**src/rtl/mem_access_unit.sv**
```systemverilog
// ME-stage memory access unit: registered data-bus master with byte-lane
// alignment, store strobes, load sign/zero extension, misalign and timeout detection.
module mem_access_unit #(
  parameter int unsigned XLEN           = 64,
  parameter int unsigned STRB_W         = XLEN / 8,
  parameter int unsigned TIMEOUT_CYCLES = 255
) (
  input  logic              clock,
  input  logic              reset,
  input  logic              ex_valid,
  input  logic              ex_mem_rena,
  input  logic              ex_mem_wena,
  input  logic [1:0]        ex_mem_size,
  input  logic              ex_mem_unsigned,
  input  logic [XLEN-1:0]   ex_addr,
  input  logic [XLEN-1:0]   ex_wdata,
  input  logic              ex_flush,
  input  logic              wb_allow_in,
  output logic              mem_valid,
  output logic              mem_req,
  output logic [XLEN-1:0]   mem_addr,
  output logic [XLEN-1:0]   mem_wdata,
  output logic [STRB_W-1:0] mem_wstrb,
  output logic [1:0]        mem_size,
  input  logic              mem_ready,
  input  logic [XLEN-1:0]   mem_rdata,
  input  logic [1:0]        mem_resp,
  output logic [XLEN-1:0]   me_rdata,
  output logic              me_done,
  output logic              me_misalign,
  output logic              me_bus_err,
  output logic              stall_req
);

  localparam int unsigned OFF_W = $clog2(STRB_W);
  localparam int unsigned CW    = (TIMEOUT_CYCLES > 1) ? $clog2(TIMEOUT_CYCLES) : 1;
  localparam logic [CW-1:0] CNT_LAST = CW'(TIMEOUT_CYCLES - 1);

  typedef enum logic [1:0] {
    IDLE,
    REQ,
    DONE
  } state_t;

  state_t state, state_nx;

  logic            req_wr;
  logic [1:0]      req_size;
  logic            req_unsigned;
  logic [XLEN-1:0] req_addr;
  logic [XLEN-1:0] req_wdata;
  logic [CW-1:0]   cnt;
  logic            drop;

  logic              start;
  logic              misaligned;
  logic [OFF_W-1:0]  ex_off;
  logic [OFF_W-1:0]  align_mask;
  logic [OFF_W-1:0]  req_off;
  logic              in_req;
  logic              timeout_hit;
  logic              finish;
  logic              discard;
  logic [XLEN-1:0]   shifted;
  logic [XLEN-1:0]   ext_mask;
  logic              sign_bit;
  logic [XLEN-1:0]   load_ext;
  logic [STRB_W-1:0] lane_mask;

  assign start   = ex_valid & (ex_mem_rena | ex_mem_wena);
  assign ex_off  = ex_addr[OFF_W-1:0];
  assign req_off = req_addr[OFF_W-1:0];
  assign in_req  = (state == REQ);

  assign timeout_hit = (TIMEOUT_CYCLES != 0) && (cnt == CNT_LAST) && !mem_ready;
  assign finish      = in_req & (mem_ready | timeout_hit);
  assign discard     = drop | ex_flush;

  always_comb begin
    align_mask = OFF_W'((32'd1 << ex_mem_size) - 32'd1);
    misaligned = (|(ex_off & align_mask)) || ((XLEN == 32) && (ex_mem_size == 2'd3));
  end

  // Sign bit is the top bit of the size mask, which keeps the extraction width-generic.
  always_comb begin
    shifted  = mem_rdata >> {req_off, 3'b000};
    ext_mask = (XLEN'(1) << (32'd8 << req_size)) - XLEN'(1);
    sign_bit = |(shifted & ext_mask & ~(ext_mask >> 1));
    load_ext = (shifted & ext_mask) | ((sign_bit & ~req_unsigned) ? ~ext_mask : '0);
  end

  always_comb begin
    lane_mask = (STRB_W'(1) << (32'd1 << req_size)) - STRB_W'(1);
  end

  assign mem_valid = in_req;
  assign mem_req   = in_req & req_wr;
  assign mem_addr  = in_req ? {req_addr[XLEN-1:OFF_W], {OFF_W{1'b0}}} : '0;
  assign mem_wdata = (in_req & req_wr) ? (req_wdata << {req_off, 3'b000}) : '0;
  assign mem_wstrb = (in_req & req_wr) ? (lane_mask << req_off) : '0;
  assign mem_size  = in_req ? req_size : '0;
  assign me_done   = (state == DONE);

  always_comb begin
    state_nx  = state;
    stall_req = 1'b0;
    case (state)
      IDLE: begin
        if (start) begin
          stall_req = 1'b1;
          state_nx  = misaligned ? DONE : REQ;
        end
      end
      REQ: begin
        stall_req = 1'b1;
        if (finish) state_nx = discard ? IDLE : DONE;
      end
      DONE: begin
        stall_req = ~wb_allow_in;
        if (wb_allow_in | ex_flush) state_nx = IDLE;
      end
      default: state_nx = IDLE;
    endcase
  end

  always_ff @(posedge clock) begin
    if (reset) begin
      state        <= IDLE;
      req_wr       <= 1'b0;
      req_size     <= '0;
      req_unsigned <= 1'b0;
      req_addr     <= '0;
      req_wdata    <= '0;
      cnt          <= '0;
      drop         <= 1'b0;
      me_rdata     <= '0;
      me_misalign  <= 1'b0;
      me_bus_err   <= 1'b0;
    end else begin
      state <= state_nx;
      case (state)
        IDLE: begin
          if (start) begin
            req_wr       <= ex_mem_wena;
            req_size     <= ex_mem_size;
            req_unsigned <= ex_mem_unsigned;
            req_addr     <= ex_addr;
            req_wdata    <= ex_wdata;
            cnt          <= '0;
            drop         <= 1'b0;
            me_rdata     <= '0;
            me_bus_err   <= 1'b0;
            me_misalign  <= misaligned;
          end
        end
        REQ: begin
          if (ex_flush) drop <= 1'b1;
          if (finish) begin
            cnt <= '0;
            if (!discard) begin
              me_rdata   <= (mem_ready && !req_wr) ? load_ext : '0;
              me_bus_err <= mem_ready ? (mem_resp != 2'd0) : 1'b1;
            end
          end else begin
            cnt <= cnt + 1'b1;
          end
        end
        DONE: begin
          if (wb_allow_in | ex_flush) begin
            me_rdata    <= '0;
            me_misalign <= 1'b0;
            me_bus_err  <= 1'b0;
          end
        end
        default: ;
      endcase
    end
  end

endmodule

```
**config.mk**
```make
export PLATFORM = sky130hd
export DESIGN_NAME = mem_access_unit
export DESIGN_NICKNAME = d
export VERILOG_FILES = /design/src/rtl/mem_access_unit.sv
export SDC_FILE = /design/constraint.sdc
export NUM_CORES = 1
export LEC_CHECK = 0
export ABC_AREA = 1
export CAP_MARGIN = 10
export CORE_MARGIN = 2
export CORE_UTILIZATION = 32
export DETAILED_ROUTE_END_ITERATION = 8
export PLACE_DENSITY = 0.63
export SYNTH_ARGS = -nofsm -noshare
export SYNTH_HDL_FRONTEND = slang
export SYNTH_SLANG_ARGS = --single-unit
```
**constraint.sdc**
```tcl
create_clock -name clock -period 5.9 [get_ports clock]
set_clock_uncertainty 0.2 [all_clocks]
set_input_delay 1.77 -clock clock [delete_from_list [all_inputs] [get_ports clock]]
set_output_delay 1.77 -clock clock [all_outputs]
set_load 0.01 [all_outputs]
```
Word-level counts from Yosys, hierarchy flattened. Index checks and enable logic that the tools add are counted. W data, S select, Z words.

Flip-flop bits (word level): 209. Output and inout port bits: 208.

Add/subtract/negate cells: 4. Equal/unequal tests: 8. Shift-type cells: 8. Muxes and demuxes: 32. Bitwise logic cells: 16. Reduce and logical (&&, ||, !) cells: 17.

Operator list (count): $mux W64 (8); $pmux W64 S3 (1); $and A64 B64 Y64 (2); $not A63 Y64 (1); $not A64 Y64 (1); $or A64 B64 Y64 (1); $reduce_or A64 Y1 (1); $shl A1 B32 Y64 const A (1); $shl A64 B6 Y64 (1); $shr A64 B6 Y64 (1); $sub A64 B2 Y64 const B (1); $shl A1 B2 Y32 const A (1); $shl A1 B32 Y8 const A (1); $shl A4 B2 Y32 const A (1); $mux W8 (3); $pmux W8 S2 (1); $mux W2 (6); $reduce_and A3 Y1 (3); $add A8 B1 Y8 const B (1); $eq A8 B8 Y1 const B (1); $mux W1 (8); $shl A8 B3 Y8 (1); $sub A8 B2 Y8 const B (1); $ne A2 B2 Y1 const B (3); other kinds (20) (35).

Depth between registers and ports, before layout. Gate-level depths: netlist (run 1).

Depth in word-level cells: 13. Depth in mapped cells: 17. Gate-level depth less buffers: 15.

Worst setup path after synthesis (run 1). OpenSTA, ideal clock, no wires.

Path kind: input to output. Start: input ex_mem_wena. End: output stall_req. Arrival: 2.466 ns. Setup slack: 1.464 ns. Stages: 5. Buffers on the path: 0. Cells stage by stage: or2_2 > nand3_1 > nand2_1 > inv_1 > nand2_1.

Cells in the longest elaborated chain, start to end: 4.

RTL lines: from (decl) (line 12) `input logic ex_mem_wena,`; $or A1 B1 Y1 (line 70) `assign start = ex_valid & (ex_mem_rena | ex_mem_wena);`; $and A1 B1 Y1 (line 70); $mux W1 (line 109) `if (start) begin`; $pmux W1 S3 (line 107) `case (state)`; to (decl) (line 32) `output logic stall_req`.

Every way passes these cells.

Worst setup path after layout (run 1). Same ends and word-level chain as after synthesis.

==> results.yml, run 1 <==
placed_design:
  io_buffer_count: 409
  gp_routability_congestion: 0.921
  numPlacedInstances: 2593
  place_ws_ns: 0.423
  placement.cell_area_sq_um: 16200
  place.detailed.hpwl_mm: 35.3
yosys:
  synth_simple_gate_area_frac: 0.239
  mappedNetlistArea_sq_um: 12100
  seq_area_frac_synth: 0.346
  synthesis.instances: 1805
  netlist-cell-type-count: 55
  synthesis.yosys.warnings: 0
  dominant_combinational_cell_family_by_area_after_synthesis: "compound AO/OA/AOI/OAI gates"
  synthAdderAreaFrac: 0.00310
  synth_compound_area_frac: 0.283
  synth_seq_cells: 209
  yosys.area_share.xor_xnor: 0.000724
  synth.area.mux_share: 0.00331
  post_synth.cell_area_avg_sq_um: 6.71
route:
  postRouteAntennaNets: 0
  wl_per_cell_microns: 18.4
  dr.pass1.iters: 5
  drcViolationCount: 0
  num_vias: 13400
  routed_via_count_divided_by_cell_count: 5.06
  drt-total-wl_mm: 48.7
  drtIter0Drc: 848
worst_setup_path:
  reg2regPathDepth: 13
  cp.arrival_ns: 3.52
  timing.critical_path.to_type: "output port"
  r2r_end: "me_rdata[10]"
  critical_path.max_fanout: 7
  critical_path.startpoint: "ex_mem_wena"
  regToRegSetupSlack_ns: 2.49
  setup.worst_path.start_class: "primary input"
  timing.critical_path.to: "stall_req"
  critical_path_class: "primary input to output port"
  worstPathRequired_ns: 3.93
  critical_path.reg2reg.startpoint: "req_addr[0]"
clock_network:
  cts.reportedPaths.clkPinSlew_ns: 0.05
  tritoncts_num_sinks: 209
  cts-root-to-sink-buffers: 3
  cts_hold_repair.buffers: 0
  cts_resized: 0
  cts_root_buf: "sky130_fd_sc_hd__clkbuf_16"
  insertion_delay_ns: 0.55
  num_cts_buffers: 26
  tritoncts: "done"
  ctsHtreeMaxLevel: 1
  cts_setup_buffers: 0
die:
  floorplan.initialDensity: 0.323
  area_of_the_die_sq_um: 39400
  io_pins: 413
  die_x_microns: 198
  coreArea_sq_um: 37500
  dieHeight_microns: 198
  num_rows: 71
layout:
  nFillCells: 3909
  finish.net_count: 2318
  layout.cell_area.non_filler_sq_um: 17100
  area_growth_syn_to_fin_pct: 41.0
  instances_no_fill: 2647
  drive_above_1_share: 0.0887
timing:
  setup_viol: 0
  max_clock_freq_mhz: 182
  tns_ns: 0
  min_period_over_period: 0.931
  period_needed_ns: 5.49
  grt_setup_unrepaired: "no"
  timing_worst_slew_pin_value_ns: 1.10
  worst_slack_ns: 0.407
  report.final.slew_viol_count: 0
  final_hold_viol_count: 0
  timing.max_slew.rel_slack: 0.265
job:
  drv_cap: 0
global_routing:
  grt_max_degree: 264
  gr-total-overflow: 0
  first_global_vias: 12600
  initial_antenna_violation_count: 14
  total_routing_usage_reported_by_global_routing: 0.235
  grt_pass1_wl_mm: 72.1
power:
  ir_drop_mv: 0.192
  power_density_nw_per_um2: 247
  fin_total_pwr_mw: 4.22
  p_leak_nw: 6.14
run_status:
  outcome: "finished, final reports clean"
min_path:
  min-delay-path-class: "register to register"
## per-layer routing
metal	vias to the layer above	wire length, microns	global-route usage
met5	-	114	0
met1	6151	19700	0.289
met3	88	4340	0.0597
met2	551	23100	0.399
met4	16	1410	0.0766
li1	6580	-	-
## synthesized netlist by cell type, drive strengths merged
master / number / share of area
a211oi: 2 / 0.0012
a21oi: 228 / 0.11
a22o: 1 / 0.00072
a22oi: 7 / 0.0043
a31o: 1 / 0.00072
a31oi: 3 / 0.0016
a32o: 2 / 0.0017
and3: 2 / 0.0010
buf: 70 / 0.041
clkbuf: 79 / 0.024
clkinv: 3 / 0.0013
conb: 1 / 0.00031
dfxtp: 209 / 0.35
ha: 3 / 0.0031
inv: 187 / 0.059
mux2i: 4 / 0.0033
nand2: 347 / 0.11
nand3: 105 / 0.061
nand3b: 1 / 0.00062
nand4: 3 / 0.0028
nor2: 162 / 0.054
nor3: 2 / 0.00083
nor4: 1 / 0.0018
o211ai: 20 / 0.012
o21a: 1 / 0.00062
o21ai: 301 / 0.12
o21bai: 6 / 0.0037
o221ai: 4 / 0.0029
o22ai: 26 / 0.013
o2bb2ai: 6 / 0.0043
o311ai: 2 / 0.0014
o31ai: 4 / 0.0025
or2: 11 / 0.0057
xor2: 1 / 0.00072
## flip-flops by register name, indices dropped and copies added, names as in the netlist
signal and flops:
req_size 2, req_addr 64, drop 1, req_wdata 64
state 2, req_wr 1, me_bus_err 1, req_unsigned 1
me_misalign 1, me_rdata 64, cnt 8
## final cells by class
cell class / instances / area, sq um / share of cell area
well taps: 511 / 639 / 0.0375
diodes: 6 / 15.0 / 0.000880
multi-input cells: 1259 / 6430 / 0.377
repair buffers: 424 / 4220 / 0.247
inverters: 190 / 727 / 0.0426
clock inverters: 14 / 125 / 0.00733
clock buffers: 34 / 721 / 0.0422
flip-flops and latches: 209 / 4190 / 0.246
## critical path, cell delays in order
cell and delay, ns:
sky130_fd_sc_hd__clkdlybuf4s50_1 0.41, sky130_fd_sc_hd__or2_2 0.34, sky130_fd_sc_hd__nand3_4 0.08, sky130_fd_sc_hd__nand2_1 0.10, sky130_fd_sc_hd__inv_1 0.24, sky130_fd_sc_hd__nand2_1 0.09, sky130_fd_sc_hd__clkdlybuf4s50_1 0.49
## power breakdown
part / leakage, nW / total (mW) / internal [mW] / switching [mW]
Sequential: 1.71 / 1.57 / 1.51 / 0.0643
Combinational: 4.02 / 1.06 / 0.375 / 0.686
Clock: 0.408 / 1.58 / 0.910 / 0.672
Total: 6.14 / 4.22 / 2.80 / 1.42
## cells by family (layout without fill, tap and decap cells)
| group | Yosys count | in the layout |
|---|---|---|
| adders and majority gates | 3 | 3 |
| AOI/OAI and AO/OA | 614 | 614 |
| buffers and inverters | 339 | 662 |
| and+or+nand+nor | 634 | 634 |
| other | 1 | 9 |
| DFF | 209 | 209 |
| xor gates and xnor gates | 1 | 1 |
| muxes | 4 | 4 |
## worst min-delay path by stage
| stage | slack, ns | startpoint | cells past startpoint | to |
|---|---|---|---|---|
| floorplan | 0.22 | req_wdata[56] | 2 | req_wdata[56] |
| global placement | 0.23 | me_misalign | 2 | me_misalign |
| detailed placement | 0.24 | me_misalign | 2 | me_misalign |
| CTS | 0.25 | me_misalign | 2 | me_misalign |
| global route | 0.26 | req_addr[13] | 2 | req_addr[13] |
| finish | 0.25 | req_addr[19] | 2 | req_addr[19] |
## cell usage in the layout, fill, tap and decap left out, types with 6 or more instances in the layout
| master | netlist | layout |
|---|---|---|
| sky130_fd_sc_hd__a21oi_1 | 188 | 188 |
| sky130_fd_sc_hd__a21oi_2 | 40 | 40 |
| sky130_fd_sc_hd__a22oi_1 | 7 | 7 |
| sky130_fd_sc_hd__buf_4 | 11 | 15 |
| sky130_fd_sc_hd__clkbuf_16 | 0 | 26 |
| sky130_fd_sc_hd__clkdlybuf4s50_1 | 0 | 408 |
| sky130_fd_sc_hd__clkinv_2 | 0 | 6 |
| sky130_fd_sc_hd__dfxtp_1 | 209 | 206 |
| sky130_fd_sc_hd__diode_2 | 0 | 6 |
| sky130_fd_sc_hd__inv_1 | 177 | 176 |
| sky130_fd_sc_hd__inv_2 | 8 | 8 |
| sky130_fd_sc_hd__nand2_1 | 340 | 340 |
| sky130_fd_sc_hd__nand3_1 | 62 | 61 |
| sky130_fd_sc_hd__nand3_2 | 43 | 43 |
| sky130_fd_sc_hd__nor2_1 | 153 | 153 |
| sky130_fd_sc_hd__nor2_2 | 6 | 6 |
| sky130_fd_sc_hd__o211ai_1 | 20 | 20 |
| sky130_fd_sc_hd__o21ai_0 | 296 | 296 |
| sky130_fd_sc_hd__o21bai_1 | 6 | 6 |
| sky130_fd_sc_hd__o22ai_1 | 26 | 26 |
| sky130_fd_sc_hd__o2bb2ai_1 | 6 | 6 |
| sky130_fd_sc_hd__or2_2 | 10 | 10 |
## metrics by stage
stage,hold slack [ns],utilization
4_1_cts,0.254,0.455
2_1_floorplan,0.225,-
6_report,0.253,0.455
3_3_place_gp,0.235,0.432
3_5_place_dp,0.242,0.432
5_1_grt,0.262,0.455
Note: power is estimated with default switching activity, not from simulation.
==> run 2: changes to the inputs <==
--- a/config.mk
+++ b/config.mk
@@ -9,8 +9,10 @@
 export CAP_MARGIN = 10
 export CORE_MARGIN = 2
 export CORE_UTILIZATION = 32
+export CTS_CLUSTER_SIZE = 30
 export DETAILED_ROUTE_END_ITERATION = 8
 export PLACE_DENSITY = 0.63
+export SLEW_MARGIN = 0
 export SYNTH_ARGS = -nofsm -noshare
 export SYNTH_HDL_FRONTEND = slang
 export SYNTH_SLANG_ARGS = --single-unit
==> constraint.sdc (replaced) <==
create_clock -name clock -period 5.9 [get_ports clock]
set_clock_uncertainty 0.2 [all_clocks]
set_input_delay 1.77 -clock clock [delete_from_list [all_inputs] [get_ports clock]]
set_output_delay 1.77 -clock clock [all_outputs]
set_load 0.02 [all_outputs]
==> run 2 against run 1 <==
Largest power group unchanged. Count of clock-buffer cells in the layout increased by 6. Global-route usage grew 0.25 points. Critical endpoint unchanged. Final area grew 0.76%. Die area stayed put.
==> results.yml, run 2 (synthesis gave the netlist of run 1 again) <==
run_status:
  outcome: "finished, final reports clean"
die:
  floorplan.initialDensity: 0.323
  num_rows: 71
  io_pins: 413
  dieHeight_microns: 198
  die_x_microns: 198
  area_of_the_die_sq_um: 39400
  coreArea_sq_um: 37500
min_path:
  min_to: "me_misalign"
  hold_path_depth: 2
  min_delay_startpoint: "me_misalign"
  min-delay-path-class: "register to register"
layout:
  layout_commonest_cell: "sky130_fd_sc_hd__clkdlybuf4s50_1"
  nFillCells: 3896
  most-common-layout-cells: "408 x sky130_fd_sc_hd__clkdlybuf4s50_1, 340 x sky130_fd_sc_hd__nand2_1, 296 x sky130_fd_sc_hd__o21ai_0, 206 x sky130_fd_sc_hd__dfxtp_1, 188 x sky130_fd_sc_hd__a21oi_1"
  reg.largest.list: "me_rdata: 64 flops, req_addr: 64 flops, req_wdata: 64 flops"
  drive_above_1_share: 0.0882
  finish.net_count: 2320
  area_growth_syn_to_fin_pct: 42.0
route:
  num_vias: 13400
  drtIter0Drc: 899
  postRouteAntennaNets: 0
  dr.pass1.iters: 6
  routed_via_count_divided_by_cell_count: 5.04
  drt-total-wl_mm: 48.9
  drcViolationCount: 0
  wl_per_cell_microns: 18.4
clock_network:
  cts_resized: 0
  insertion_delay_ns: 0.54
  cts.reportedPaths.clkPinSlew_ns: 0.06
  cts_root_buf: "sky130_fd_sc_hd__clkbuf_16"
  ctsHtreeMaxLevel: 1
  cts_setup_buffers: 0
  num_cts_buffers: 27
  tritoncts_num_sinks: 209
  cts-root-to-sink-buffers: 3
  cts_hold_repair.buffers: 0
  tritoncts: "done"
power:
  p_leak_nw: 6.20
  total_switching_power_mw: 1.44
  p_clk_frac: 0.397
  power.combinational.fraction: 0.246
  p_sw_frac: 0.325
  cellInternalPower_mw: 2.99
  seq_power_share: 0.357
  ir_drop_mv: 0.192
  power_density_nw_per_um2: 258
worst_setup_path:
  cpPeakStageDelay_ns: 0.54
  critical_path.max_fanout: 7
  critical_path.startpoint: "ex_mem_wena"
  critical_path_class: "primary input to output port"
  critPathTopFamily: "buffers and inverters"
  worstPathRequired_ns: 3.93
  crit_buf_inv: 3
  reg2regPathDepth: 13
  r2r_end: "me_rdata[10]"
  worstPathCellList: "clkdlybuf4s50_1 -> or2_2 -> nand3_4 -> nand2_1 -> inv_1 -> nand2_1 -> clkdlybuf4s50_1"
  critical-path-slowest-cell: "sky130_fd_sc_hd__clkdlybuf4s50_1"
  timing.critical_path.to_type: "output port"
  critical_path.reg2reg.startpoint: "req_addr[0]"
  regToRegSetupSlack_ns: 2.68
  setup.worst_path.start_class: "primary input"
  cp.arrival_ns: 3.56
timing:
  setup_viol: 0
  min_period_over_period: 0.938
  max_clock_freq_mhz: 181
  timing_worst_slew_pin_value_ns: 1.11
  final_hold_viol_count: 0
  period_needed_ns: 5.53
  tns_ns: 0
  timing.max_slew.rel_slack: 0.257
  grt_setup_unrepaired: "no"
  worst_slack_ns: 0.367
  report.final.slew_viol_count: 0
placed_design:
  place.detailed.hpwl_mm: 35.7
  gp_routability_congestion: 0.972
  place_ws_ns: 0.372
  io_buffer_count: 409
global_routing:
  total_routing_usage_reported_by_global_routing: 0.237
  first_global_vias: 12600
  grt_max_degree: 264
  grt_pass1_wl_mm: 72.5
  gr-total-overflow: 0
  initial_antenna_violation_count: 18
job:
  drv_cap: 0
==> run 2: cell types whose count changed in the layout (fill, tap and decap cells not counted), sizes merged <==
cell | before | now
clkbuf | 34 | 40
clkinvlp | 4 | 1
bufinv | 1 | 4
clkinv | 11 | 6
buf | 16 | 17
diode | 6 | 13
==> run 2: layout make-up <==
type,instances,area (sq um),share of cell area
inverters,190,727,0.0423
multi-input cells,1259,6430,0.374
diodes,13,32.5,0.00189
clock buffers,40,796,0.0463
well taps,511,639,0.0372
clock inverters,9,155,0.00902
flip-flops and latches,209,4190,0.244
repair buffers,425,4220,0.246
==> run 2: power by group through the flow <==
stage	Sequential (mW)	Combinational, mW	Clock [mW]
2_1_floorplan	1.58	0.744	0
6_report	1.58	1.09	1.76
3_5_place_dp	1.61	1.08	0
3_3_place_gp	1.61	1.07	0
4_1_cts	1.58	1.09	1.79
5_1_grt	1.59	1.19	1.85
==> run 2: how the worst max path moves through the flow <==
stage                     slack [ns]  cells after the start   endpoint
after floorplan                 1.41                      5  stall_req
after global placement          0.40                      7  stall_req
after detailed placement        0.37                      7  stall_req
after CTS                       0.36                      7  stall_req
after global routing            0.27                      7  stall_req
final                           0.37                      7  stall_req
==> run 2: layer usage <==
metal	track usage	wire, microns	vias up	part of all wire
met5	0	78	-	0.0016
met4	0.129	2490	12	0.051
met3	0.0619	4110	118	0.084
met2	0.379	22100	559	0.45
met1	0.291	20000	6102	0.41
li1	-	-	6596	-
==> run 2: per-stage QoR <==
stage | utilization | instance area, sq um | total power [mW] | std cells | hold WS, ns
4_1_cts | 0.458 | 17200 | 4.46 | 2643 | 0.251
5_1_grt | 0.458 | 17200 | 4.63 | 2652 | 0.266
6_report | 0.459 | 17200 | 4.43 | 2656 | 0.252
3_5_place_dp | 0.432 | 16200 | 2.69 | 2594 | 0.237
2_1_floorplan | - | 12100 | 2.32 | 1807 | 0.225
3_3_place_gp | 0.432 | 16200 | 2.68 | 2594 | 0.234
==> run 2: worst min-delay path, stage by stage (launching register included) <==
cell and delay (ns):
sky130_fd_sc_hd__dfxtp_1 0.31, sky130_fd_sc_hd__inv_1 0.05, sky130_fd_sc_hd__a21oi_1 0.05
==> run 3: changes to the inputs <==
--- a/config.mk
+++ b/config.mk
@@ -6,13 +6,12 @@
 export NUM_CORES = 1
 export LEC_CHECK = 0
 export ABC_AREA = 1
-export CAP_MARGIN = 10
+export CAP_MARGIN = 15
 export CORE_MARGIN = 2
 export CORE_UTILIZATION = 32
 export CTS_CLUSTER_SIZE = 30
 export DETAILED_ROUTE_END_ITERATION = 8
 export PLACE_DENSITY = 0.63
-export SLEW_MARGIN = 0
 export SYNTH_ARGS = -nofsm -noshare
 export SYNTH_HDL_FRONTEND = slang
 export SYNTH_SLANG_ARGS = --single-unit
==> results of run 3 <==
No change in the layout: final DEF, timing and power equal those of run 2.
